==> config.mk <==
export PLATFORM = sky130hd
export DESIGN_NAME = uart_rx_core
export DESIGN_NICKNAME = d
export VERILOG_FILES = /design/src/rtl/uart_rx_core_pkg.sv /design/src/rtl/uart_baud_cnt.sv /design/src/rtl/uart_rx_core.sv
export SDC_FILE = /design/constraint.sdc
export NUM_CORES = 1
export LEC_CHECK = 0
export BUFFER_PORTS_ARGS = -buffer_cell sky130_fd_sc_hd__buf_2
export CAP_MARGIN = 10
export CORE_ASPECT_RATIO = 2
export CORE_MARGIN = 2
export CORE_UTILIZATION = 57
export CTS_CLUSTER_DIAMETER = 200
export CTS_CLUSTER_SIZE = 30
export DETAILED_ROUTE_END_ITERATION = 16
export PLACE_DENSITY = 0.79
export SYNTH_ARGS = -nofsm -noshare
export SYNTH_HDL_FRONTEND = slang
export SYNTH_SLANG_ARGS = --single-unit
==> constraint.sdc <==
create_clock -name clk -period 2.45 [get_ports clk]
set_input_delay 0.245 -clock clk [delete_from_list [all_inputs] [get_ports clk]]
set_output_delay 0.245 -clock clk [all_outputs]
set_load 0.01 [all_outputs]
==> src/rtl/uart_rx_core_pkg.sv <==
`default_nettype none
// ============================================================================
// Module : uart_rx_core_pkg
// Brief  : Shared UART definitions: frame states, data width, divider
//          defaults for simulation and synthesis, parity helper.
// Rev    : 1.0  initial release
// ============================================================================
package uart_rx_core_pkg;

  // Data bits per frame (LSB first on the wire)
  localparam int DATA_BITS = 8;

  // Small divider values used in simulation (16 / 8 clk per bit)
  localparam int SIM_T_DIV_BIT    = 4;
  localparam int SIM_T_DIV_0      = 15;
  localparam int SIM_T_DIV_HALF_0 = 7;
  localparam int SIM_T_DIV_1      = 7;
  localparam int SIM_T_DIV_HALF_1 = 3;

  // Divider values for a 50 MHz clock (9600 / 19200 baud)
  localparam int SYN_T_DIV_BIT    = 13;
  localparam int SYN_T_DIV_0      = 5207;
  localparam int SYN_T_DIV_HALF_0 = 2603;
  localparam int SYN_T_DIV_1      = 2603;
  localparam int SYN_T_DIV_HALF_1 = 1301;

  // Frame states shared by receiver and transmitter
  typedef enum logic [2:0] {
    S_IDLE   = 3'd0,
    S_START  = 3'd1,
    S_DATA   = 3'd2,
    S_PARITY = 3'd3,
    S_STOP   = 3'd4
  } rx_state_e;

  // Even parity: the parity bit that makes the total count of ones even
  function automatic logic even_parity(input logic [DATA_BITS-1:0] data);
    return ^data;
  endfunction

endpackage
`default_nettype wire

==> src/rtl/uart_baud_cnt.sv <==
`default_nettype none
// ============================================================================
// Module : uart_baud_cnt
// Brief  : Loadable bit-period divider. Counts 0..max, pulses tick while the
//          count equals max and wraps to 0 on the following clock. A high
//          clear holds the count at 0 so the next period starts cleanly.
// Rev    : 1.0  initial release
// ============================================================================
module uart_baud_cnt #(
  parameter int WIDTH = 4
) (
  input  logic             clk,
  input  logic             n_rst,
  input  logic             clear,
  input  logic [WIDTH-1:0] max,
  output logic             tick
);

  logic [WIDTH-1:0] cnt_q;
  logic [WIDTH-1:0] cnt_d;

  // Next count: wrap at max so the counter never leaves 0..max
  always_comb begin
    tick  = (cnt_q == max);
    cnt_d = cnt_q + 1'b1;
    if (clear || tick) begin
      cnt_d = '0;
    end
  end

  // Divider count register
  always_ff @(posedge clk or negedge n_rst) begin
    if (!n_rst) begin
      cnt_q <= '0;
    end else begin
      cnt_q <= cnt_d;
    end
  end

endmodule
`default_nettype wire

==> src/rtl/uart_rx_core.sv <==
`default_nettype none
// ============================================================================
// Module : uart_rx_core
// Brief  : 8-bit UART receiver (start, 8 data LSB first, optional even
//          parity, 1 stop). Two-flop input synchronizer, falling-edge start
//          detection, mid-bit sampling with a per-frame latched baud select.
//          Optional feature macro: UART_RX_PARITY_EN (adds the parity bit,
//          the PARITY state and the parity_err output).
// Rev    : 1.0  initial release
// ============================================================================
module uart_rx_core
  import uart_rx_core_pkg::*;
#(
  parameter int                   T_DIV_BIT    = SIM_T_DIV_BIT,
  parameter logic [T_DIV_BIT-1:0] T_DIV_0      = T_DIV_BIT'(SIM_T_DIV_0),
  parameter logic [T_DIV_BIT-1:0] T_DIV_HALF_0 = T_DIV_BIT'(SIM_T_DIV_HALF_0),
  parameter logic [T_DIV_BIT-1:0] T_DIV_1      = T_DIV_BIT'(SIM_T_DIV_1),
  parameter logic [T_DIV_BIT-1:0] T_DIV_HALF_1 = T_DIV_BIT'(SIM_T_DIV_HALF_1)
) (
  input  logic                 clk,
  input  logic                 n_rst,
  input  logic                 baudrate,
  input  logic                 uart_rxd,
  output logic [DATA_BITS-1:0] rx_data,
  output logic                 rx_valid,
  output logic                 frame_err,
`ifdef UART_RX_PARITY_EN
  output logic                 parity_err,
`endif
  output logic                 busy
);

  localparam logic [2:0] LAST_BIT = 3'(DATA_BITS - 1);

  // Input synchronizer and edge detector
  logic sync1_q, sync1_d;
  logic rxd_s_q, rxd_s_d;
  logic rxd_d_q, rxd_d_d;
  logic start_edge;

  // Frame state and datapath
  rx_state_e            state_q, state_d;
  logic [T_DIV_BIT-1:0] div_max_q, div_max_d;
  logic [T_DIV_BIT-1:0] half_max_q, half_max_d;
  logic [2:0]           bit_idx_q, bit_idx_d;
  logic [DATA_BITS-1:0] shreg_q, shreg_d;
  logic [DATA_BITS-1:0] rx_data_q, rx_data_d;
  logic                 rx_valid_q, rx_valid_d;
  logic                 frame_err_q, frame_err_d;
`ifdef UART_RX_PARITY_EN
  logic                 parity_bad_q, parity_bad_d;
  logic                 parity_err_q, parity_err_d;
`endif

  // Divider control
  logic                 cnt_clear;
  logic [T_DIV_BIT-1:0] cnt_max;
  logic                 cnt_tick;

  uart_baud_cnt #(
    .WIDTH (T_DIV_BIT)
  ) u_baud_cnt (
    .clk   (clk),
    .n_rst (n_rst),
    .clear (cnt_clear),
    .max   (cnt_max),
    .tick  (cnt_tick)
  );

  // Synchronizer chain and 1->0 detection on the synchronized line
  always_comb begin
    sync1_d    = uart_rxd;
    rxd_s_d    = sync1_q;
    rxd_d_d    = rxd_s_q;
    start_edge = rxd_d_q & ~rxd_s_q;
  end

  // Synchronizer flops idle high so reset never looks like a start bit
  always_ff @(posedge clk or negedge n_rst) begin
    if (!n_rst) begin
      sync1_q <= 1'b1;
      rxd_s_q <= 1'b1;
      rxd_d_q <= 1'b1;
    end else begin
      sync1_q <= sync1_d;
      rxd_s_q <= rxd_s_d;
      rxd_d_q <= rxd_d_d;
    end
  end

  // Frame state register
  always_ff @(posedge clk or negedge n_rst) begin
    if (!n_rst) begin
      state_q <= S_IDLE;
    end else begin
      state_q <= state_d;
    end
  end

  // Next state, sampling and output pulses; every sample lands on a divider tick
  always_comb begin
    state_d      = state_q;
    div_max_d    = div_max_q;
    half_max_d   = half_max_q;
    bit_idx_d    = bit_idx_q;
    shreg_d      = shreg_q;
    rx_data_d    = rx_data_q;
    rx_valid_d   = 1'b0;
    frame_err_d  = 1'b0;
    cnt_clear    = 1'b0;
    cnt_max      = div_max_q;
`ifdef UART_RX_PARITY_EN
    parity_bad_d = parity_bad_q;
    parity_err_d = 1'b0;
`endif

    case (state_q)
      S_IDLE: begin
        // Hold the divider at 0 so START begins a clean half-bit count
        cnt_clear = 1'b1;
        if (start_edge) begin
          // Rate is frozen for the whole frame
          div_max_d  = baudrate ? T_DIV_1 : T_DIV_0;
          half_max_d = baudrate ? T_DIV_HALF_1 : T_DIV_HALF_0;
          state_d    = S_START;
        end
      end

      S_START: begin
        cnt_max = half_max_q;
        if (cnt_tick) begin
          if (!rxd_s_q) begin
            bit_idx_d = '0;
            state_d   = S_DATA;
          end else begin
            // Line went back high by mid-start: treat as a glitch
            state_d = S_IDLE;
          end
        end
      end

      S_DATA: begin
        if (cnt_tick) begin
          shreg_d   = {rxd_s_q, shreg_q[DATA_BITS-1:1]};
          bit_idx_d = bit_idx_q + 3'd1;
          if (bit_idx_q == LAST_BIT) begin
`ifdef UART_RX_PARITY_EN
            state_d = S_PARITY;
`else
            state_d = S_STOP;
`endif
          end
        end
      end

`ifdef UART_RX_PARITY_EN
      S_PARITY: begin
        if (cnt_tick) begin
          parity_bad_d = even_parity(shreg_q) ^ rxd_s_q;
          state_d      = S_STOP;
        end
      end
`endif

      S_STOP: begin
        if (cnt_tick) begin
          // Leave at mid-stop so a back-to-back start edge is not missed
          state_d = S_IDLE;
`ifdef UART_RX_PARITY_EN
          parity_err_d = parity_bad_q;
          if (rxd_s_q && !parity_bad_q) begin
            rx_data_d  = shreg_q;
            rx_valid_d = 1'b1;
          end
`else
          if (rxd_s_q) begin
            rx_data_d  = shreg_q;
            rx_valid_d = 1'b1;
          end
`endif
          if (!rxd_s_q) begin
            frame_err_d = 1'b1;
          end
        end
      end

      default: begin
        state_d = S_IDLE;
      end
    endcase
  end

  // Datapath registers and registered output pulses
  always_ff @(posedge clk or negedge n_rst) begin
    if (!n_rst) begin
      div_max_q    <= T_DIV_0;
      half_max_q   <= T_DIV_HALF_0;
      bit_idx_q    <= '0;
      shreg_q      <= '0;
      rx_data_q    <= '0;
      rx_valid_q   <= 1'b0;
      frame_err_q  <= 1'b0;
`ifdef UART_RX_PARITY_EN
      parity_bad_q <= 1'b0;
      parity_err_q <= 1'b0;
`endif
    end else begin
      div_max_q    <= div_max_d;
      half_max_q   <= half_max_d;
      bit_idx_q    <= bit_idx_d;
      shreg_q      <= shreg_d;
      rx_data_q    <= rx_data_d;
      rx_valid_q   <= rx_valid_d;
      frame_err_q  <= frame_err_d;
`ifdef UART_RX_PARITY_EN
      parity_bad_q <= parity_bad_d;
      parity_err_q <= parity_err_d;
`endif
    end
  end

  assign rx_data    = rx_data_q;
  assign rx_valid   = rx_valid_q;
  assign frame_err  = frame_err_q;
  assign busy       = (state_q != S_IDLE);
`ifdef UART_RX_PARITY_EN
  assign parity_err = parity_err_q;
`endif

endmodule
`default_nettype wire
==> impl_metrics.ini <==
[synthesis]
synthArstFlopShare_pct = 100
syn_nets = 135
synth_edf_count = 0
ys_types = 37
synth_top_area_cell = dfrtp_1
yosysWarnings = 0
yosys-top-cells-area = dfrtp_1 (45%), mux2_4 (7.7%), dfstp_2 (6.8%)
synth_ff_type = dfrtp_1
avgSynthCellArea_um2 = 12.1
synth_seq_cells = 32
syn_area_um2 = 1550
yosysSeqAreaShare_pct = 52.0
synth_top_area_share_pct = 45.2
synthCells = 128

[setup_path]
worstRegToRegCells = 3
cp.arrival_ns = 2.24
reg2reg_from = div_max_q[3]
crit_fanout = 13
start_kind = flip-flop
r2r_slack_ns = 0.38
cp.required_ns = 2.61
end_kind = flip-flop
r2r_end = shreg_q[3]
critPathKind = reg -> reg

[floorplanning]
die_x_um = 40.9
die_height_um = 77.8
io_pins = 15
core_area_um2 = 2570
num_rows = 26
dieArea_um2 = 3180
start_util_pct = 60.3

[grt]
grt_max_degree = 33
grt_pass1_wl_um = 4980
overflow = 0
antenna_found_initial = 0
grt.total_usage_pct = 23.5
first_global_vias = 1085

[power]
ir_worst_vdd_mv = 0.569
power.leakage_nw = 0.855
fin_total_pwr_mw = 1.41
pwr-share-seq_pct = 48.9
internal_power_mw = 0.968
power.switching_mw = 0.446
p_clk_share_pct = 28.8
power.density_nw_per_um2 = 835
swShare_pct = 31.6
p_comb_share_pct = 22.3

[timing]
slew_headroom_pct = 54.0
setup_viol = 0
post-route-min-period_ns = 2.07
whs_ns = -0.000408
tightestPinTransition_ns = 0.689
fmax_mhz = 482
fin_tns_setup_ns = 0
final_max_slew_viol_count = 0
hold_viol = 1
fin_crit_sh_pct = 84.7
skew_ns = 0.00865
grt_setup_unrepaired = false

[clock_tree]
postCtsSetupBuffers = 0
cts_tree = done
postCtsHoldBufs = 0
path_clk_slew_ns = 0.07
clkSinkCount = 32
root_buffer = clkbuf_8
clk_latency_ns = 0.29
clockBufferDepth = 2
numCtsBuffers = 5
cts.repair.resized = 0
cts.htree.levels = 2

[detailed_routing]
num_vias = 1007
drc = 0
vias_per_cell = 5.92
drtIter0Drc = 19
antenna_left = 0
wl_um = 2890
dr.pass1.iters = 6
routedWlPerCell_um = 17.0

[run_status]
violations = negative hold slack
outcome = finished, violations left

[job]
maxCapViolations = 0

[placement]
place_hpwl_um = 2110
gp_congestion = 0.796
port_buffers = 14
dpl-instance-area_um2 = 1600

[finish]
final_core_util_pct = 65.9
stdcell_area_um2 = 1690
drive_above_1_share_pct = 33.8
layout_commonest_cell = dfrtp_1
n_antenna_cell = 0
final_cell_mix = dfrtp_1 (28), buf_2 (14), mux2_2 (9), mux2_4 (8), nor2_1 (7)
nNetsFinal = 148
area_growth_syn_to_layout_pct = 9.28

[worst_hold_path]
min_path_type = in -> async
[power groups by stage]
| stage | Clock (mW) | Sequential, mW | Combinational [mW] |
|---|---|---|---|
| 3_3_place_gp | 0 | 0.691 | 0.288 |
| 5_1_grt | 0.437 | 0.703 | 0.355 |
| 3_5_place_dp | 0 | 0.700 | 0.312 |
| 6_report | 0.407 | 0.692 | 0.315 |
| 4_1_cts | 0.420 | 0.690 | 0.316 |
| 2_1_floorplan | 0 | 0.623 | 0.326 |
[per-layer routing]
layer / global-route usage, % / wire length, um / vias up
li1: - / - / 476
met1: 26.7 / 1070 / 488
met2: 35.3 / 1600 / 29
met5: 0 / 0 / -
met3: 6.57 / 119 / 14
met4: 16.0 / 105 / 0
[worst max-delay path, cell delays in order (launching register included)]
cell and delay [ns]:
dfstp_2 0.64, xnor2_1 0.19, or4b_1 0.74, mux2_4 0.40
[worst max-delay path by stage]
stage	startpoint	to	slack, ns	cells after the start
floorplan	u_baud_cnt.cnt_q[0]	shreg_q[0]	0.70	6
global placement	div_max_q[3]	shreg_q[0]	0.47	3
detailed placement	div_max_q[3]	shreg_q[0]	0.40	3
CTS	div_max_q[3]	shreg_q[3]	0.38	3
global route	u_baud_cnt.cnt_q[3]	shreg_q[0]	0.29	3
finish	div_max_q[3]	shreg_q[3]	0.38	3
[cell families (layout without fill, tap and decap cells)]
group	count (synthesis)	count (layout)	share of synthesized area, %
AO/OA/AOI/OAI	17	17	7.02
XOR/XNOR	3	3	1.70
adder cells (fa/ha/maj)	3	3	2.42
buffers and inverters	12	26	4.52
flip-flops	32	32	52.0
multiplexers	19	19	15.6
AND/OR/NAND/NOR	42	42	16.8
[through the flow]
| step | instances | setup WS, ns |
|---|---|---|
| after floorplan | 128 | 0.703 |
| after global placement | 162 | 0.473 |
| after detailed placement | 162 | 0.397 |
| after CTS | 170 | 0.375 |
| after global routing | 170 | 0.292 |
| final | 170 | 0.375 |
[cell usage after synthesis, types with 4 or more instances]
master and number:
a21oi_1 5, buf_2 5, dfrtp_1 28, dfstp_2 4
mux2_2 9, mux2_4 8, nand2_1 6, nand3b_1 4
nor2_1 7, nor3_1 4, o21ai_0 4
[state kept, by name, summed over array words and instances (netlist names)]
register and cells:
state_q 3, rxd_d_q 1, rx_valid 1, rxd_s_d 1
div_max_q 1, rx_data 8, shreg_q 8, frame_err 1
u_baud_cnt.cnt_q 4, rxd_d_d 1, bit_idx_q 3
[layout make-up]
type | count | area, um2
inverters | 3 | 11.3
well taps | 28 | 35.0
repair buffers | 15 | 77.6
fillers | 204 | 876
flip-flops and latches | 32 | 806
clock buffers | 8 | 90.1
multi-input cells | 84 | 674
No activity file was read; power rests on OpenSTA's default activity.
